**config.mk**
```make
export PLATFORM = sky130hd
export DESIGN_NAME = line_fill_scheduler
export DESIGN_NICKNAME = d
export VERILOG_FILES = /design/src/rtl/render_pkg.sv /design/src/rtl/wrap_counter.sv /design/src/rtl/line_fill_scheduler.sv
export SDC_FILE = /design/constraint.sdc
export NUM_CORES = 1
export LEC_CHECK = 0
export ABC_AREA = 1
export CORE_MARGIN = 1.5
export CORE_UTILIZATION = 40
export CTS_BUF_LIST = sky130_fd_sc_hd__clkbuf_8
export DETAILED_ROUTE_END_ITERATION = 12
export PLACE_DENSITY = 0.66
export SETUP_SLACK_MARGIN = 0.1
export SYNTH_ARGS = -nofsm -noshare
export SYNTH_HDL_FRONTEND = slang
export SYNTH_SLANG_ARGS = --single-unit
```
**constraint.sdc**
```tcl
create_clock -name CLK -period 5.33 [get_ports CLK]
set_input_delay 0.533 -clock CLK [delete_from_list [all_inputs] [get_ports CLK]]
set_output_delay 0.533 -clock CLK [all_outputs]
set_load 0.05 [all_outputs]
```
**src/rtl/render_pkg.sv**
```systemverilog
// Shared constants and types for the renderer-to-line-buffer path.
package render_pkg;
  localparam int LINE_WIDTH         = 1024;
  localparam int NUM_LINES          = 768;
  localparam int X_WIDTH            = 10;
  localparam int Y_WIDTH            = 10;
  localparam int DATA_WIDTH         = 12;
  localparam int UNDERRUN_CNT_WIDTH = 8;

  typedef enum logic [1:0] {
    ST_IDLE = 2'd0,
    ST_REQ  = 2'd1,
    ST_FILL = 2'd2,
    ST_DONE = 2'd3
  } state_t;

  typedef logic [DATA_WIDTH-1:0] pixel_t;

  // Debug view: FSM state plus the single-cycle frame-wrap strobe.
  typedef struct packed {
    state_t state;
    logic   line_wrap;
  } dbg_t;
endpackage

```
**src/rtl/wrap_counter.sv**
```systemverilog
// Modulo counter with synchronous clear; o_wrap flags an enabled step off the last value.
module wrap_counter #(
  parameter int MODULUS = 1024,
  parameter int WIDTH   = 10
) (
  input  logic             i_clk,
  input  logic             i_rst,
  input  logic             i_en,
  input  logic             i_clr,
  output logic [WIDTH-1:0] o_cnt,
  output logic             o_wrap
);
  logic [WIDTH-1:0] r_cnt;
  logic             w_at_max;

  assign w_at_max = (r_cnt == WIDTH'(MODULUS - 1));
  assign o_wrap   = i_en & w_at_max;
  assign o_cnt    = r_cnt;

  always_ff @(posedge i_clk or posedge i_rst) begin
    if (i_rst) begin
      r_cnt <= '0;
    end else if (i_clr) begin
      r_cnt <= '0;
    end else if (i_en) begin
      r_cnt <= w_at_max ? '0 : r_cnt + 1'b1;
    end
  end
endmodule

```
**src/rtl/line_fill_scheduler.sv**
```systemverilog
// Requests one scan line per line-end blanking edge and streams accepted pixels
// into the single-line buffer write port, flagging lines not filled in time.
module line_fill_scheduler #(
  parameter int LINE_WIDTH         = render_pkg::LINE_WIDTH,
  parameter int NUM_LINES          = render_pkg::NUM_LINES,
  parameter int X_WIDTH            = render_pkg::X_WIDTH,
  parameter int Y_WIDTH            = render_pkg::Y_WIDTH,
  parameter int DATA_WIDTH         = render_pkg::DATA_WIDTH,
  parameter int UNDERRUN_CNT_WIDTH = render_pkg::UNDERRUN_CNT_WIDTH
) (
  input  logic                          CLK,
  input  logic                          RST,
  input  logic                          enable_in,
  input  logic                          lineend_in,
  output logic                          render_start_out,
  output logic [Y_WIDTH-1:0]            render_y_out,
  input  logic                          pix_valid_in,
  input  logic [DATA_WIDTH-1:0]         pix_data_in,
  output logic                          pix_ready_out,
  output logic                          wr_en_out,
  output logic [X_WIDTH-1:0]            x_out,
  output logic [DATA_WIDTH-1:0]         data_out,
  output logic                          busy_out,
  output logic                          underrun_out,
  output logic [UNDERRUN_CNT_WIDTH-1:0] underrun_cnt_out,
  output render_pkg::dbg_t              dbg_out
);
  import render_pkg::*;

  state_t                        r_state;
  state_t                        w_next;
  logic                          r_le_q;
  logic                          w_le_rise;
  logic                          w_accept;
  logic                          w_last_px;
  logic                          w_underrun;
  logic                          w_line_wrap;
  logic [X_WIDTH-1:0]            w_x_cnt;
  logic [Y_WIDTH-1:0]            w_line_cnt;
  logic                          r_wr_en;
  logic [X_WIDTH-1:0]            r_x;
  logic [DATA_WIDTH-1:0]         r_data;
  logic                          r_underrun;
  logic [UNDERRUN_CNT_WIDTH-1:0] r_ucnt;

  // Handshake: a pixel transfers on a cycle where pix_valid_in and pix_ready_out
  // are both high; ready depends only on registered state, and the renderer must
  // hold valid and data stable until that transfer happens.
  assign w_le_rise     = lineend_in & ~r_le_q;
  assign pix_ready_out = (r_state == ST_FILL);
  assign w_accept      = pix_valid_in & pix_ready_out;

  // A line-end edge landing on the final accept counts as completion, not underrun.
  assign w_underrun = w_le_rise &
                      ((r_state == ST_REQ) | ((r_state == ST_FILL) & ~w_last_px));

  wrap_counter #(.MODULUS(LINE_WIDTH), .WIDTH(X_WIDTH)) u_x_cnt (
    .i_clk  (CLK),
    .i_rst  (RST),
    .i_en   (w_accept),
    .i_clr  (r_state == ST_REQ),
    .o_cnt  (w_x_cnt),
    .o_wrap (w_last_px)
  );

  wrap_counter #(.MODULUS(NUM_LINES), .WIDTH(Y_WIDTH)) u_line_cnt (
    .i_clk  (CLK),
    .i_rst  (RST),
    .i_en   (w_last_px | w_underrun),
    .i_clr  (1'b0),
    .o_cnt  (w_line_cnt),
    .o_wrap (w_line_wrap)
  );

  always_comb begin
    w_next = r_state;
    case (r_state)
      ST_IDLE: if (w_le_rise && enable_in) w_next = ST_REQ;
      ST_REQ:  w_next = w_underrun ? (enable_in ? ST_REQ : ST_IDLE) : ST_FILL;
      ST_FILL: begin
        if (w_last_px)       w_next = ST_DONE;
        else if (w_underrun) w_next = enable_in ? ST_REQ : ST_IDLE;
      end
      ST_DONE: w_next = ST_IDLE;
      default: w_next = ST_IDLE;
    endcase
  end

  always_ff @(posedge CLK or posedge RST) begin
    if (RST) begin
      r_state    <= ST_IDLE;
      r_le_q     <= 1'b0;
      r_wr_en    <= 1'b0;
      r_x        <= '0;
      r_data     <= '0;
      r_underrun <= 1'b0;
      r_ucnt     <= '0;
    end else begin
      r_state <= w_next;
      r_le_q  <= lineend_in;
      r_wr_en <= w_accept;
      if (w_accept) begin
        r_x    <= w_x_cnt;
        r_data <= pix_data_in;
      end
      if (w_underrun) begin
        r_underrun <= 1'b1;
        if (~&r_ucnt) r_ucnt <= r_ucnt + 1'b1;
      end
    end
  end

  assign render_start_out  = (r_state == ST_REQ);
  assign render_y_out      = w_line_cnt;
  assign busy_out          = (r_state == ST_REQ) | (r_state == ST_FILL);
  assign wr_en_out         = r_wr_en;
  assign x_out             = r_x;
  assign data_out          = r_data;
  assign underrun_out      = r_underrun;
  assign underrun_cnt_out  = r_ucnt;
  assign dbg_out.state     = r_state;
  assign dbg_out.line_wrap = w_line_wrap;
endmodule

```
* After elaboration in Yosys (flattened, before gate mapping)
Index checks and enable logic that the tools add are counted.
Cells by class: add/sub/neg operators 3, equality and inequality tests 7, multiplexer cells 10, bitwise operators 12, reduce and logical (&&, ||, !) cells 6
Operators with widths (count):
- 2-to-1 mux 10 bit | 4
- adder 10 x 1 -> 10 bit (second input constant) | 2
- equality test 10 bit (second input constant) | 2
- adder 8 x 1 -> 8 bit (second input constant) | 1
- 2-to-1 mux 2 bit | 4
- one-hot mux 2 bit (4 select lines) | 1
- AND reduction 8 bit | 1
- AND 1 bit | 6
- equality test 2 bit (second input constant) | 2
- AND reduction 2 bit | 2
- inequality test 3 x 1 -> 1 bit (second input constant) | 1
- inverter 1 bit | 3
- bitwise OR 1 bit | 3
- equality test 2 x 1 -> 1 bit (second input constant) | 1
- zero test 2 bit | 1
- inequality test 2 bit (second input constant) | 1
- nonzero test 2 bit | 1
- logical AND 1 bit | 1
- 2-to-1 mux 1 bit | 1
Word-level totals: flip-flop bits (word level) 55, output and inout bits 48

* Depth between registers and ports, before layout
depth after elaboration 10, depth in mapped cells 12, depth with buffers taken out 11

* By module
A second synthesis with hierarchy kept.
Unflattened totals: cells, all modules 369, area, all modules 2847.7 um2
By module, submodules not included:
- line_fill_scheduler | times used 1, cells an instance 207, area each 1636.6 um2, seq. area each 875.8 um2
- wrap_counter (u_line_cnt) | times used 1, cells an instance 79, area each 608.1 um2, seq. area each 250.2 um2
- wrap_counter (u_x_cnt) | times used 1, cells an instance 83, area each 603.1 um2, seq. area each 250.2 um2

* Worst setup path after synthesis
OpenSTA, ideal clock, no wires.
path type register to output, from register r_state[0], to output dbg_out[0] in the netlist's numbering, arrival 2.354 ns, setup slack 2.443 ns, cell stages (with the launch flop) 13, buffers on the path 1, path through dfrtp_1 -> inv_1 -> ha_1 -> nand2_2 -> inv_2 -> nand4_4 -> nand2_2 -> nand2_4 -> nand2_4 -> nand2_2 -> nand2_1 -> nor2_1 -> buf_4
Between the ends: word-level cells in the longest chain between the ends 9, elaborated cells between the ends (all ways) 10
RTL lines:
- start, declared | RTL line line_fill_scheduler.sv:30 | state_t r_state;
- start signal, assigned | RTL line line_fill_scheduler.sv:99 | r_state <= w_next;
- equality test 2 bit * | RTL line line_fill_scheduler.sv:50 | assign pix_ready_out = (r_state == ST_FILL);
- via pix_ready_out | RTL line line_fill_scheduler.sv:19 | output logic pix_ready_out,
- AND 1 bit | RTL line line_fill_scheduler.sv:51 | assign w_accept = pix_valid_in & pix_ready_out;
- AND 1 bit | RTL line wrap_counter.sv:17 | assign o_wrap = i_en & w_at_max;
- inverter 1 bit | RTL line line_fill_scheduler.sv:55 | ((r_state == ST_REQ) | ((r_state == ST_FILL) & ~w_last_px));
- AND 1 bit | RTL line line_fill_scheduler.sv:55
- bitwise OR 1 bit | RTL line line_fill_scheduler.sv:55
- AND 1 bit | RTL line line_fill_scheduler.sv:54 | assign w_underrun = w_le_rise &
- bitwise OR 1 bit * | RTL line line_fill_scheduler.sv:69 | .i_en (w_last_px | w_underrun),
- AND 1 bit * | RTL line wrap_counter.sv:17
- end, declared | RTL line line_fill_scheduler.sv:26 | output render_pkg::dbg_t dbg_out
Mark *: on every way through the listed nets, which the timed path passes. The rest lies on a longest branch.

==> summary.txt <==
Critical path
  – Setup CP Type: reg -> out
  – CP Cell Sequence: inv_1, ha_1, nand2_2, inv_2, nand4_4, nand2_2, nand2_4, nand2_4, nand2_2, nand2_1, nor2_1, clkdlybuf4s50_1
  – CP Data Arrival Time: around 3600 ps
  – RR Startpoint: r_state[0]$_DFFE_PP0P_
  – Cell family with most CP delay: simple AND/OR/NAND/NOR gates
  – CP max stage delay: roughly 700 ps
  – Worst reg2reg endpoint: u_line_cnt.o_cnt[7]$_DFFE_PP0P_
  – CP max-delay cell: clkdlybuf4s50_1
  – Critical Path End Type: primary output
  – Most used cell, CP: nand2_2
  – Req. time, crit path: 4800 ps
  – Reg-to-reg slack, setup: between 2000 and 3000 ps
  – Worst Path Buf+Inv: 3
  – CP Max Fanout: 34
  – Reg2reg path depth: 11
  – Critical Path Start Type: register

Global routing
  – First-pass GRT wire length: roughly 9500 µm
  – Vias in the first global route: a little over 2,000
  – Grt ovf: 0
  – Largest net degree at the start of global routing: 56
  – Initial antenna violation count: 0
  – GR Util All Layers: 0.160

Yosys
  – Async SR Flop Fraction: 1.00
  – Top cells by count, synth: 109 x nand2_1, 55 x dfrtp_1, 42 x inv_1
  – Syn Std Cell Area: ~0.0027 mm²
  – Sequential element share of the synthesized area: 0.501
  – Dominant cell by count in the synthesized netlist: nand2_1
  – Distinct cells, synth: 27
  – Most area-consuming cells after synthesis: dfrtp_1 50%, nand2_1 15%, inv_1 5.7%
  – Avg Inst Size Synth: a little over 8 µm²
  – Net Count, Synth: about 360
  – Post-synth EDFFs: 0
  – Synth area leader: dfrtp_1
  – #FFs+latches synth: 55
  – Synth Warn #: 0
  – Area share of the largest cell type after synthesis: 0.501
  – Prevailing post-synth register cell: dfrtp_1
  – Cells after synthesis: 333

Timing
  – Final hold viol count: 0
  – Worst-margin pin slew: roughly 680 ps
  – Peak Freq: about 240 MHz
  – Tcrit/Tclk final: 0.769
  – Setup Skew: roughly 8.2 ps
  – Setup repair after global routing missed its margin: no
  – Final setup TNS: 0 ps
  – Max transition margin: 0.548
  – Final min period: around 4100 ps
  – Final setup vio count: 0
  – Fin. max-slew vios: 0

Run
  – Max-Cap Viols: 0

Detailed routing
  – Iter 0 DRT Violations: between 100 and 150
  – Met2 Routed Length: approximately 2600 µm
  – Met1 Wirelength: 2710 µm
  – Vias per std cell: 4.70
  – Drt drc: 0
  – DR WL met3: about 220 µm
  – DRT Pass-1 Iters: 4
  – Wire length per cell: 11.7 µm
  – Highest metal used: met4
  – Via count: about 2,200
  – Routed Antenna Nets: 0
  – Drt total wl: 5580 µm

CTS
  – Clock buffer depth: 2
  – # hold bufs at CTS: 0
  – CTS tree: done
  – CTS Sinks: between 50 and 60
  – Post-cts sizing count: 0
  – H-tree Lvls: 2
  – CTS Buf Count: 5
  – Clock Latency Late Sink: 300 ps
  – Worst-path clk slew: 90 ps
  – Root Buffer: clkbuf_8
  – Post-CTS Setup Bufs: 0

Hold path
  – Worst hold path class: reg -> reg
  – Hold depth: 2
  – Worst Hold Launch: underrun_out$_DFFE_PP0P_
  – Worst hold endpoint: underrun_out$_DFFE_PP0P_

Pwr
  – Clock group share of total power: 0.154
  – Leak pwr: 1.66 nW
  – Worst IR drop on VDD: 0.000381 V
  – NetSw: 0.787 mW
  – Switching Fraction: 0.462
  – Sequential power share: 0.348
  – P_int: a little over 0.9 mW
  – Comb pwr share: 0.498
  – Tot Pwr: 1.71 mW
  – Pwr dens: about 480 mW/mm²

Placed design
  – Final GP Congestion: 0.789
  – Port Buffers: 64
  – Final HPWL DP: approximately 4000 µm

Die
  – Row count: 30
  – # IOs: 65
  – Die Ht: about 86 µm
  – Die X: approximately 86 µm
  – Core area: ~0.0067 mm²
  – Die area: approximately 0.0074 mm²
  – Starting density of the core: 0.409

Layout
  – Ant. Diodes: 0
  – P&R area growth vs syn: 28.8%
  – Post-layout nets: 420
  – Share of cells above drive strength 1: 0.0480

Run status
  – Status: finished, final reports clean
[cell families (layout without fill, tap and decap cells)]
group,count (synthesis),after routing,share of synthesized area
AOI/OAI and AO/OA,38,38,0.0719
xor gates and xnor gates,15,15,0.0478
adders and majority gates,7,7,0.0319
buffers and inverters,52,115,0.0806
DFF,55,55,0.501
and+or+nand+nor,166,166,0.267
[flip-flops by register name (all words and copies together), names as in the netlist]
| name | cells |
|---|---|
| underrun_out | 1 |
| r_le_q | 1 |
| underrun_cnt_out | 8 |
| u_line_cnt.o_cnt | 10 |
| u_x_cnt.o_cnt | 10 |
| data_out | 12 |
| x_out | 10 |
| r_state | 2 |
| wr_en_out | 1 |
[placed cells by master (no fill, tap or decap), drive strengths merged]
| master | instances |
|---|---|
| o21ai | 25 |
| clkdlybuf4s50 | 64 |
| buf | 1 |
| inv | 44 |
| nand4 | 5 |
| o22ai | 6 |
| clkbuf | 5 |
| and3 | 1 |
| bufinv | 1 |
| nand2 | 114 |
| a21oi | 7 |
| xnor2 | 6 |
| or2 | 1 |
| nor3 | 3 |
| dfrtp | 55 |
| nor2 | 18 |
| ha | 7 |
| xor2 | 9 |
| nand3 | 24 |
[power by group through the flow]
stage / clock [mW] / sequential, mW / combinational, mW
5_1_grt: 0.288 / 0.608 / 0.905
4_1_cts: 0.270 / 0.594 / 0.859
2_1_floorplan: 0 / 0.891 / 0.297
6_report: 0.262 / 0.594 / 0.850
3_5_place_dp: 0 / 0.599 / 0.856
3_3_place_gp: 0 / 0.598 / 0.849
[worst max-delay path by stage]
stage,slack [ps],start,endpoint,cells past startpoint
2_1_floorplan,2440,r_state[0]$_DFFE_PP0P_,dbg_out[0],12
3_3_place_gp,1430,pix_valid_in,dbg_out[0],11
3_5_place_dp,1360,pix_valid_in,dbg_out[0],11
4_1_cts,1190,r_state[0]$_DFFE_PP0P_,dbg_out[0],12
5_1_grt,930,r_state[0]$_DFFE_PP0P_,dbg_out[0],12
6_report,1230,r_state[0]$_DFFE_PP0P_,dbg_out[0],12
[worst min-delay path: stages, from the launching register on]
cell and delay [ps]:
dfrtp_1 360, inv_1 40, nand2_1 50
[stage by stage]
step	util	worst slack, ps	hold WS (ps)	std cells	instance area [µm²]
2_1_floorplan	-	2440	511	333	2750
3_3_place_gp	0.512	1430	461	469	3440
4_1_cts	0.527	1190	496	476	3540
3_5_place_dp	0.512	1360	470	469	3440
6_report	0.527	1230	488	476	3540
5_1_grt	0.527	926	516	476	3540
[routing by layer]
layer  vias to the layer above  track usage
met1                      1020        0.221
met2                        45        0.255
met4                         0       0.0469
met5                         -            0
li1                       1169            -
met3                         4       0.0356
[cell type report]
class | instances | area [µm²]
clock buffer | 5 | 68.8
clock inverter | 2 | 33.8
fill | 637 | 3180
inverter | 43 | 161
multi-input combinational | 226 | 1150
sequential | 55 | 1380
tap | 80 | 100
timing repair buffer | 65 | 648
Power figures use the tool's default switching activity.
